**config.mk**
```make
export PLATFORM = sky130hd
export DESIGN_NAME = pc_sequencer
export DESIGN_NICKNAME = d
export VERILOG_FILES = /design/src/rtl/pc_sequencer.sv
export SDC_FILE = /design/constraint.sdc
export NUM_CORES = 1
export LEC_CHECK = 0
export ABC_AREA = 1
export BUFFER_PORTS_ARGS = -buffer_cell sky130_fd_sc_hd__buf_4
export CAP_MARGIN = 5
export CORE_ASPECT_RATIO = 1.5
export CORE_MARGIN = 5
export CORE_UTILIZATION = 31
export CTS_CLUSTER_DIAMETER = 150
export DETAILED_ROUTE_END_ITERATION = 10
export GPL_TIMING_DRIVEN = 0
export PLACE_DENSITY_LB_ADDON = 0.12
export SLEW_MARGIN = 40
export SYNTH_ARGS = -nofsm -noshare
export SYNTH_HDL_FRONTEND = slang
export SYNTH_SLANG_ARGS = --single-unit
export TNS_END_PERCENT = 5
```
**constraint.sdc**
```tcl
create_clock -name clk -period 2.35 [get_ports clk]
set_input_delay 0.1175 -clock clk [delete_from_list [all_inputs] [get_ports clk]]
set_output_delay 0.1175 -clock clk [all_outputs]
set_load 0.005 [all_outputs]
```
**src/rtl/pc_sequencer.sv**
```systemverilog
// rtl/pc_sequencer.sv - SPARC PC/nPC sequencer with delayed-branch and annul handling
//
// Purpose: holds the PC/nPC pair, advances it every non-stalled cycle, follows
// branch targets one instruction late (delay slot), squashes annulled delay
// slots and accepts JMPL/trap redirects.
//
// Ports:
//   clk, rst_n        clock, asynchronous active-low reset
//   stall             freeze PC, nPC, state and counter (redirect overrides)
//   cti_valid         instruction at pc is a branch/call
//   taken, uncond     branch condition met / branch always taken (BA, CALL)
//   annul_bit         instruction a-bit
//   target            branch target from the branch-target adder
//   redirect          JMPL/trap redirect, wins over everything but reset
//   redirect_addr     redirect destination
//   pc, npc           registered fetch address and next fetch address
//   slot_valid        1 when the instruction at pc is to execute
//   taken_count       taken-branch counter
//
// Build option: PC_SEQ_TAKEN_COUNT_EN enables the taken-branch counter; when
// it is not defined taken_count is constant zero and no counter flops exist.

module pc_sequencer #(
    parameter logic [31:0] RESET_PC = 32'h0000_0000
) (
    input  logic        clk,
    input  logic        rst_n,
    input  logic        stall,
    input  logic        cti_valid,
    input  logic        taken,
    input  logic        uncond,
    input  logic        annul_bit,
    input  logic [31:0] target,
    input  logic        redirect,
    input  logic [31:0] redirect_addr,
    output logic [31:0] pc,
    output logic [31:0] npc,
    output logic        slot_valid,
    output logic [31:0] taken_count
);

    typedef enum logic [1:0] {
        ST_BOOT   = 2'd0,
        ST_RUN    = 2'd1,
        ST_SQUASH = 2'd2
    } state_t;

    state_t      state_q;
    state_t      state_nxt;
    logic [31:0] pc_q;
    logic [31:0] npc_q;
    logic [31:0] pc_nxt;
    logic [31:0] npc_nxt;

    // Word-align loaded addresses; the two low bits are never meaningful.
    logic [31:0] target_al;
    logic [31:0] redirect_al;
    logic [31:0] npc_inc;
    logic        br_take;
    logic        cti_fire;

    assign target_al   = target & 32'hFFFF_FFFC;
    assign redirect_al = redirect_addr & 32'hFFFF_FFFC;
    assign npc_inc     = npc_q + 32'd4;
    assign br_take     = taken | uncond;
    // A CTI only acts when its slot executes, i.e. in RUN with no stall/redirect.
    assign cti_fire    = !redirect && !stall && (state_q == ST_RUN) && cti_valid;

    // State and PC registers
    always_ff @(posedge clk or negedge rst_n) begin
        if (!rst_n) begin
            state_q <= ST_BOOT;
            pc_q    <= RESET_PC;
            npc_q   <= RESET_PC + 32'd4;
        end else begin
            state_q <= state_nxt;
            pc_q    <= pc_nxt;
            npc_q   <= npc_nxt;
        end
    end

    // Next-state and next-PC logic
    always_comb begin
        state_nxt = state_q;
        pc_nxt    = pc_q;
        npc_nxt   = npc_q;
        if (redirect) begin
            // Redirect drops any pending squash and resumes valid execution.
            state_nxt = ST_RUN;
            pc_nxt    = redirect_al;
            npc_nxt   = redirect_al + 32'd4;
        end else if (!stall) begin
            case (state_q)
                ST_BOOT: begin
                    state_nxt = ST_RUN;
                end
                ST_SQUASH: begin
                    state_nxt = ST_RUN;
                    pc_nxt    = npc_q;
                    npc_nxt   = npc_inc;
                end
                ST_RUN: begin
                    pc_nxt = npc_q;
                    if (cti_valid) begin
                        npc_nxt = br_take ? target_al : npc_inc;
                        // Delay slot is annulled for untaken conditionals and
                        // for BA/CALL with the a-bit set.
                        if (annul_bit && (!taken || uncond)) begin
                            state_nxt = ST_SQUASH;
                        end
                    end else begin
                        npc_nxt = npc_inc;
                    end
                end
                default: begin
                    state_nxt = ST_BOOT;
                end
            endcase
        end
    end

    // Outputs: decoded from registers only, no input-to-output path
    always_comb begin
        slot_valid = (state_q == ST_RUN);
        pc         = pc_q;
        npc        = npc_q;
    end

`ifdef PC_SEQ_TAKEN_COUNT_EN
    logic [31:0] count_q;

    always_ff @(posedge clk or negedge rst_n) begin
        if (!rst_n) begin
            count_q <= 32'd0;
        end else if (cti_fire && br_take) begin
            count_q <= count_q + 32'd1;
        end
    end

    assign taken_count = count_q;
`else
    logic unused_fire;
    assign unused_fire = cti_fire;
    assign taken_count = 32'd0;
`endif

endmodule

```
==> out/metrics.cfg, run 1 <==
[critical_path]
required_ns = 2.58
max_stage_delay_ns = 0.63
path_buf_inv = 1
worstPathCellList = ha_1 -> nand2_1 -> inv_1 -> nand2_4 -> nor2_2 -> nand2_1 -> nand2_1 -> nand3_1 -> nand2_1 -> nand3_1 -> nand2_1 -> nand2_1
crit_slowest_cell = dfstp_2
crit_family = simple AND/OR/NAND/NOR gates
arrival_ns = 2.43
crit_path_start_kind = flip-flop
cp-end-kind = flip-flop
critPathKind = reg -> reg
critPathMaxFanout = 7
cpMostUsedCell = nand2_1

[timing]
hold_viol_final = 0
slew_headroom_pct = 49.1
rsz0062_at_grt = no
slew_viol_final = 0
finalSetupTns_ns = 0
max_freq_mhz = 455
period_minus_slack_ns = 2.20
max_slew.worst_pin.slew_ns = 0.763
worst_clock_skew_ns = 0.00813
setup_viol = 0
fin_crit_sh_pct = 93.5

[power]
design_power_total_mw = 6.83
irDropWorstVdd_mv = 0.485
leakage_nw = 3.49
power_density_mw_per_mm2 = 982

[synth]
synth_compound_area_share_pct = 12.6
synth_area_per_cell_um2 = 6.11
ys_types = 37
synthCells = 856
yosys_warnings = 0
ys_ff_latch = 63
synth_mux_area_share_pct = 0
synthAdderAreaFrac_pct = 1.43
ys_seq_area_share_pct = 30.2
synth_simple_gate_area_share_pct = 41.3
synth_xor_area_share_pct = 1.84
synth_top_family_by_area = simple AND/OR/NAND/NOR gates
syn_area_mm2 = 0.00523

[clocking]
h-tree-depth = 3
clock_latency_ns = 0.34
cts_tree = done
cts-root-buf = clkbuf_16
cts_buffers = 9
cts.path.max_buffers = 2
path_clk_slew_ns = 0.05
cts_sinks = 63

[flow_run]
drv_cap = 0

[grt]
grt_pass1_wl_mm = 33.4
grt_max_degree = 64
overflow = 0
grtUsageTotal_pct = 23.1
antenna_found_initial = 0
grt_pass1_vias = 5705

[floorplanning]
core_mm2 = 0.0167
placementRows = 58
die-width_um = 116
die_h_um = 169
ios = 169
die_area_mm2 = 0.0196
start_util_pct = 31.3

[min_path]
hold_path_class = in -> reg

[finish]
drive_gt1_share_pct = 21.1
antennaDiodeCount = 0
nFillCells = 1919
final_common_cell = nand2_1
syn_to_final_growth_pct = 32.8
layout_common_cells = 299 x nand2_1, 166 x buf_4, 144 x nor2_1
finalNetCount = 1108

[routing]
wire_per_inst_um = 18.4
wl_mm = 22.9
drtIter0Drc = 350
vias = 6067
final_antenna_net_count = 0
avgViaCountPerCell = 4.87
dr.pass1.iters = 6
drcViolationCount = 0

[placed_design]
dp.final_hpwl_mm = 18.5
port_buffers = 130
gp_congestion = 0.968

[outcome]
outcome = finished, final reports clean

[where the power goes]
part           internal (mW)  switching (mW)
sequential              1.53           0.704
clock                  0.985           0.538
combinational           1.31            1.76
total                   3.82            3.01
[path summary, 6_finish.rpt]
kind	start	endpoint	slack, ns	cells after the start
max in group asynchronous	rst_n	npc[3]	1.55	2
setup reg to reg	npc[2]	npc[26]	0.15	12
hold reg to reg	pc[13]	pc[13]	0.51	2
min in group asynchronous	rst_n	npc[22]	0.35	2
setup / recovery	npc[2]	npc[26]	0.15	12
hold / removal	redirect_addr[5]	pc[5]	0.06	3
[timing repair]
item | CTS | global route
resized for setup | 2 | 2
hold buffers | 1 | 0
buffers inserted | 0 | 0
endpoints found under the setup margin | 12 | 10
endpoints found under the hold margin | 62 | 0
[cells by family (layout without fill, tap and decap cells)]
logic type | after synthesis | after routing
xor+xnor | 11 | 11
flops | 63 | 63
simple gates | 526 | 526
buf+inv | 136 | 282
fa+ha+maj | 6 | 6
compound gates | 113 | 113
other cells | 1 | 34
[worst min-delay path, stage by stage]
cell and delay, ns:
buf_4 0.13, nand2_1 0.06, a21oi_1 0.06
[cell usage after synthesis (all sizes together)]
cell type | n | area (µm²)
buf | 49 | 334
nand2 | 304 | 1160
a211oi | 3 | 22.5
a21boi | 1 | 7.51
o221ai | 1 | 8.76
o22ai | 23 | 144
nand3 | 47 | 240
nand4 | 2 | 12.5
a21oi | 24 | 124
o21ai | 39 | 195
nor3 | 4 | 25.0
a31oi | 10 | 62.6
dfrtp | 62 | 1550
clkbuf | 8 | 30.0
nor2 | 157 | 637
o21bai | 1 | 7.51
xnor2 | 3 | 26.3
xor2 | 8 | 70.1
a221oi | 2 | 17.5
ha | 6 | 75.1
or2 | 1 | 6.26
inv | 79 | 297
conb | 1 | 3.75
o211ai | 9 | 67.6
nand3b | 11 | 82.6
dfstp | 1 | 26.3
[flip-flops by register name (all words and copies together) (netlist names)]
register	count
npc	30
pc	31
state_q	2
[through the flow]
step                setup slack [ns]  hold WS [ns]  util [%]  instance area (µm²)  cells
floorplan                      0.621        -0.178         -                 5360    889
global route                  0.0300        0.0787      41.6                 6950   1245
global placement              -0.182         0.297      39.5                 6600   1229
detailed placement           -0.0994         0.168      39.5                 6600   1229
CTS                          0.00734        0.0579      41.6                 6950   1246
finish                         0.152        0.0597      41.6                 6950   1245
[layer usage]
| metal | GRT usage (%) | vias up | part of all wire [%] |
|---|---|---|---|
| met3 | 3.11 | 46 | 6.3 |
| met1 | 26.7 | 2783 | 38 |
| met2 | 42.0 | 232 | 52 |
| li1 | - | 3006 | - |
| met4 | 9.19 | 0 | 3.5 |
| met5 | 0 | - | 0 |
[final cells by class]
class                           count  area [µm²]  share of cell area, %
Buffer                             56         362                   5.20
Clock buffer                       11         253                   3.64
Clock inverter                      5        80.1                   1.15
Inverter                           79         297                   4.27
Multi-Input combinational cell    690        3130                   45.0
Sequential cell                    63        1580                   22.7
Tap cell                          210         263                   3.78
Timing Repair Buffer              131         990                   14.2
No activity file was read; power rests on OpenSTA's default activity.
==> run 2: changes to the inputs <==
--- a/config.mk
+++ b/config.mk
@@ -5,7 +5,6 @@
 export SDC_FILE = /design/constraint.sdc
 export NUM_CORES = 1
 export LEC_CHECK = 0
-export ABC_AREA = 1
 export BUFFER_PORTS_ARGS = -buffer_cell sky130_fd_sc_hd__buf_4
 export CAP_MARGIN = 5
 export CORE_ASPECT_RATIO = 1.5
==> out/metrics.cfg, run 2 <==
[synth]
yosys_warnings = 0  ; unchanged
synth_area_per_cell_um2 = 8.41  ; +38%
syn_area_mm2 = 0.00459  ; -12%
yosysTopAreaCell = dfrtp_1
synth_most_common_cell = nand2_1
synth_edf_count = 0  ; unchanged
ys_types = 61  ; +65%
ys_ff_latch = 63  ; unchanged
synth_common_cells = 66 x nand2_1, 62 x dfrtp_1, 61 x o21ai_0
ys_seq_area_share_pct = 34.4  ; +4.2 points
synthArstFlopShare_pct = 100  ; unchanged
synthCells = 546  ; -36%
synth_ff_type = dfrtp_1
synth_top_area_share_pct = 33.8  ; +4.1 points
synthTopCellsByArea = dfrtp_1 34%, o21ai_0 6.6%, mux2i_1 5.9%, buf_4 5.7%, nand2_1 5.4%

[clocking]
cts_tree = done
path_clk_slew_ns = 0.06  ; about the same
clock_latency_ns = 0.34  ; about the same
cts-root-buf = clkbuf_16
cts.path.max_buffers = 2  ; unchanged
cts_buffers = 9  ; unchanged
cts_sinks = 63  ; unchanged
h-tree-depth = 3  ; unchanged

[grt]
grt_pass1_wl_mm = 28.9  ; -13%
grt_max_degree = 64  ; unchanged
grt_pass1_vias = 4845  ; -15%
grtUsageTotal_pct = 21.9  ; -1.1 points
overflow = 0  ; unchanged
antenna_found_initial = 0  ; unchanged

[timing]
worst_clock_skew_ns = 0.00582  ; -0.00231 ns
rsz0062_at_grt = yes
hold_viol_final = 0  ; unchanged
period_minus_slack_ns = 2.30  ; +0.102 ns
slew_viol_final = 0  ; unchanged
fin_crit_sh_pct = 97.9  ; +4.3 points
max_slew.worst_pin.slew_ns = 0.771  ; +0.00738 ns
slew_headroom_pct = 48.6  ; -0.49 points
max_freq_mhz = 435  ; -4.4%
setup_viol = 0  ; unchanged
holdWs_ns = 0.0138  ; -0.0458 ns

[critical_path]
required_ns = 2.61  ; +0.03 ns
critPathMaxFanout = 10  ; +3
arrival_ns = 2.56  ; +0.13 ns
critPathKind = reg -> reg
cp-end-kind = flip-flop
crit_path_start_kind = flip-flop

[floorplanning]
placementRows = 54  ; -6.9%
ios = 169  ; unchanged
die_area_mm2 = 0.0174  ; -11%
die-width_um = 109  ; -5.8%
die_h_um = 159  ; -5.9%
start_util_pct = 31.6  ; +0.26 points
core_mm2 = 0.0145  ; -13%

[routing]
drtIter0Drc = 280  ; -20%
vias = 4848  ; -20%
wl_mm = 19.2  ; -16%
drcViolationCount = 0  ; unchanged
avgViaCountPerCell = 5.24  ; +7.6%
wire_per_inst_um = 20.8  ; +13%
final_antenna_net_count = 0  ; unchanged
dr.pass1.iters = 4  ; -2

[power]
seqPwrFrac_pct = 36.5  ; +3.8 points
internal_power_mw = 2.64  ; -31%
power_density_mw_per_mm2 = 619  ; -37%
leakage_nw = 2.95  ; -15%
swShare_pct = 32.8  ; -11 points
clkPwrFrac_pct = 35.4  ; +13 points
irDropWorstVdd_mv = 0.332  ; -32%
p_comb_share_pct = 28.1  ; -17 points
p_switching_mw = 1.29  ; -57%

[finish]
drive_gt1_share_pct = 30.2  ; +9.1 points
layout_common_cells = 168 x buf_4, 64 x nand2_1, 62 x dfrtp_1
final_common_cell = buf_4
finalNetCount = 803  ; -28%
largest_register_ffs = 31  ; unchanged
fin_area_mm2 = 0.00635  ; -8.6%
syn_to_final_growth_pct = 38.3
antennaDiodeCount = 0  ; unchanged
final_core_util_pct = 43.7  ; +2.1 points

[outcome]
outcome = finished, final reports clean

[placed_design]
dp.final_hpwl_mm = 14.4  ; -22%
port_buffers = 130  ; unchanged
gp_congestion = 0.911  ; -5.9%
place_area_mm2 = 0.00594  ; -10%

[min_path]
hold_path_class = in -> reg

[flow_run]
drv_cap = 0  ; unchanged

[run 2: path summary, 6_finish.rpt]
path	startpoint	to	slack, ns	depth (start not counted)
max in group asynchronous	rst_n	pc[15]	1.52	2
setup / recovery	npc[2]	npc[18]	0.05	10
hold reg to reg	pc[1]	pc[1]	0.56	1
setup reg to reg	npc[2]	npc[18]	0.05	10
hold / removal	redirect_addr[20]	pc[20]	0.01	3
min in group asynchronous	rst_n	pc[25]	0.35	2
[run 2: logic make-up (layout without fill, tap and decap cells)]
kind of cell	Yosys count	in the layout	synth area share [%]
xor+xnor	35	35	6.68
fa+ha+maj	6	6	1.63
buf+inv	74	224	9.10
other cells	1	34	0.0817
flops	63	63	34.4
mux	28	28	6.13
simple gates	191	191	21.8
compound gates	148	148	20.2
[run 2: power groups by stage]
| stage | logic (mW) | registers, mW | clock network [mW] |
|---|---|---|---|
| after global placement | 1.07 | 1.45 | 0 |
| after floorplan | 0.521 | 1.40 | 0 |
| after detailed placement | 1.08 | 1.45 | 0 |
| final | 1.11 | 1.43 | 1.39 |
| after global routing | 1.21 | 1.46 | 1.46 |
| after CTS | 1.10 | 1.43 | 1.42 |
[run 2: per-layer routing]
metal	track usage, %	up-vias	routed length (µm)
met3	2.80	18	996
met4	5.50	0	251
met1	27.2	2369	7690
li1	-	2278	-
met5	0	-	0
met2	39.4	183	10300
[run 2: critical path: stages (launching register included)]
cell and delay, ns:
dfstp_2 0.56, ha_2 0.22, nand4_1 0.10, buf_4 0.18, nor4_4 0.25, buf_4 0.19
buf_6 0.15, nand3_1 0.12, nor4_1 0.22, a221oi_1 0.10, o21ai_0 0.12
[run 2: layout make-up]
cell class / instances / area (µm²)
clock inverters: 3 / 42.5
fillers: 1502 / 8180
repair buffers: 135 / 1020
multi-input cells: 442 / 2780
clock buffers: 12 / 256
plain buffers: 61 / 384
inverters: 13 / 48.8
well taps: 196 / 245
flip-flops and latches: 63 / 1580
[run 2: through the flow]
step | TNS [ns] | worst slack [ns] | total power, mW | std cells
after floorplan | 0 | 0.416 | 1.92 | 579
after global placement | -4.21 | -0.317 | 2.52 | 905
after detailed placement | -4.48 | -0.326 | 2.53 | 905
after CTS | -0.0276 | -0.0276 | 3.95 | 921
after global routing | -0.117 | -0.0585 | 4.13 | 925
final | 0 | 0.0497 | 3.93 | 925
[run 2: repair_timing]
action                     in CTS  in global routing
setup buffers                   0                  4
setup endpoints to repair      25                 16
pin swaps                       0                  1
resized for setup              12                 14
hold endpoints to repair       62                  0
hold buffers                    1                  0
==> run 3: changes to the inputs <==
--- a/config.mk
+++ b/config.mk
@@ -8,7 +8,6 @@
 export BUFFER_PORTS_ARGS = -buffer_cell sky130_fd_sc_hd__buf_4
 export CAP_MARGIN = 5
 export CORE_ASPECT_RATIO = 1.5
-export CORE_MARGIN = 5
 export CORE_UTILIZATION = 31
 export CTS_CLUSTER_DIAMETER = 150
 export DETAILED_ROUTE_END_ITERATION = 10
==> out/metrics.cfg, run 3 (same netlist as run 2, synthesis figures left out) <==
[outcome]
outcome = finished, final reports clean

[finish]
layout_common_cells = 165 x buf_4, 66 x nand2_1, 62 x dfrtp_1
nFillCells = 1520  ; +1.2%
antennaDiodeCount = 0  ; unchanged
drive_gt1_share_pct = 29.6  ; -0.60 points
largest_register_ffs = 31  ; unchanged
finalNetCount = 800  ; -0.37%
final_core_util_pct = 43.6  ; -0.095 points
final_common_cell = buf_4
syn_to_final_growth_pct = 38.0

[power]
leakage_nw = 2.94  ; -0.60%
irDropWorstVdd_mv = 0.343  ; +3.2%
power_density_mw_per_mm2 = 616  ; -0.44%
design_power_total_mw = 3.91  ; -0.65%

[critical_path]
max_stage_delay_ns = 0.42  ; -0.14 ns
crit_cells = 9  ; -1
rrSetupSlack_ns = 0.07  ; +0.02 ns
cp-end-kind = flip-flop
worstPathCellList = inv_1 -> ha_1 -> buf_2 -> nor2_1 -> nor2_4 -> nand2_1 -> nor2_4 -> a221oi_1 -> o22ai_1
crit_slowest_cell = dfrtp_1
crit_family = simple AND/OR/NAND/NOR gates
cpMostUsedCell = nor2_4
reg2reg_to = npc[21]
r2r_start = state_q[1]
arrival_ns = 2.53  ; -0.03 ns
critPathMaxFanout = 10  ; unchanged
path_buf_inv = 2  ; -1
reg2regPathDepth = 9  ; -1
required_ns = 2.60  ; about the same
critPathKind = reg -> reg
crit_path_start_kind = flip-flop

[routing]
vias = 4889  ; +0.85%
wl_mm = 18.1  ; -6.1%
final_antenna_net_count = 0  ; unchanged
avgViaCountPerCell = 5.30  ; +1.1%
drtIter0Drc = 331  ; +18%
dr.pass1.iters = 5  ; +1
drcViolationCount = 0  ; unchanged
wire_per_inst_um = 19.6  ; -5.9%

[floorplanning]
die-width_um = 101  ; -7.3%
die_h_um = 151  ; -5.0%
core_mm2 = 0.0145  ; unchanged
die_area_mm2 = 0.0153  ; -12%
ios = 169  ; unchanged
start_util_pct = 31.6  ; unchanged
placementRows = 54  ; unchanged

[timing]
worst_clock_skew_ns = 0.00535  ; -0.000468 ns
fin_crit_sh_pct = 97.2  ; -0.67 points
slew_viol_final = 0  ; unchanged
setup_viol = 0  ; unchanged
rsz0062_at_grt = yes
max_freq_mhz = 438  ; +0.69%
max_slew.worst_pin.slew_ns = 0.767  ; -0.00312 ns
slew_headroom_pct = 48.8  ; +0.21 points
period_minus_slack_ns = 2.28  ; -0.0157 ns
finalSetupTns_ns = 0  ; unchanged
hold_viol_final = 0  ; unchanged

[clocking]
cts_tree = done
cts-root-buf = clkbuf_16
clock_latency_ns = 0.34  ; about the same
cts.path.max_buffers = 2  ; unchanged
path_clk_slew_ns = 0.05  ; about the same
h-tree-depth = 3  ; unchanged
cts_buffers = 9  ; unchanged
cts_sinks = 63  ; unchanged

[grt]
overflow = 0  ; unchanged
grtUsageTotal_pct = 23.8  ; +1.9 points
antenna_found_initial = 0  ; unchanged
grt_max_degree = 64  ; unchanged
grt_pass1_vias = 4621  ; -4.6%
grt_pass1_wl_mm = 26.5  ; -8.4%

[flow_run]
drv_cap = 0  ; unchanged

[min_path]
hold_path_class = in -> reg
min-delay-start = redirect_addr[20]
hold_end = pc[20]
hold_depth = 3  ; unchanged

[placed_design]
gp_congestion = 0.943  ; +3.5%
port_buffers = 130  ; unchanged
dp.final_hpwl_mm = 13.5  ; -6.5%

## run 3: repair_timing
item,in CTS,in global routing
buffers inserted,0,1
pin swaps,0,4
gates resized for setup,10,12
hold buffers,1,0
hold endpoints to repair,62,0
cloned,0,0
setup endpoints to repair,25,21
## run 3: worst max-delay path by stage
stage                     from      end  slack (ns)
floorplan           state_q[1]  npc[28]        0.42
global placement    state_q[1]  npc[21]       -0.26
detailed placement  state_q[1]  npc[21]       -0.33
CTS                 state_q[1]  npc[20]       -0.06
global route        state_q[1]  npc[24]       -0.07
finish              state_q[1]  npc[21]        0.07
## run 3: power by group
group	internal (mW)	switching (mW)	total [mW]	leakage (nW)
Clock	0.878	0.501	1.38	0.146
Combinational	0.535	0.556	1.09	2.04
Sequential	1.23	0.204	1.44	0.753
## run 3: stage by stage
stage | cells | worst slack [ns] | hold slack, ns | instance area (µm²)
final | 923 | 0.0654 | 0.00699 | 6340
after global routing | 923 | -0.0734 | 0.00881 | 6340
after CTS | 922 | -0.0609 | 0.00753 | 6280
after detailed placement | 905 | -0.327 | 0.173 | 5940
after global placement | 905 | -0.264 | 0.306 | 5940
after floorplan | 579 | 0.416 | -0.178 | 4720
## run 3: worst min-delay path, cell delays in order
cell,delay (ns)
buf_4,0.09
nand2_1,0.04
o21ai_0,0.06
## run 3: per-layer routing
metal | vias to the layer above | share of wire, % | global-route usage [%]
met4 | 0 | 2.7 | 10.8
met5 | - | 0 | 0
met3 | 34 | 5.5 | 3.14
li1 | 2274 | - | -
met2 | 233 | 53 | 42.8
met1 | 2348 | 39 | 27.9
## run 3: cell type report
type | count | area (µm²) | area share [%]
plain buffers | 61 | 383 | 6.04
clock buffers | 13 | 260 | 4.11
clock inverters | 3 | 42.5 | 0.671
inverters | 13 | 48.8 | 0.770
multi-input cells | 442 | 2780 | 43.9
flip-flops and latches | 63 | 1580 | 24.9
well taps | 196 | 245 | 3.87
repair buffers | 132 | 997 | 15.7
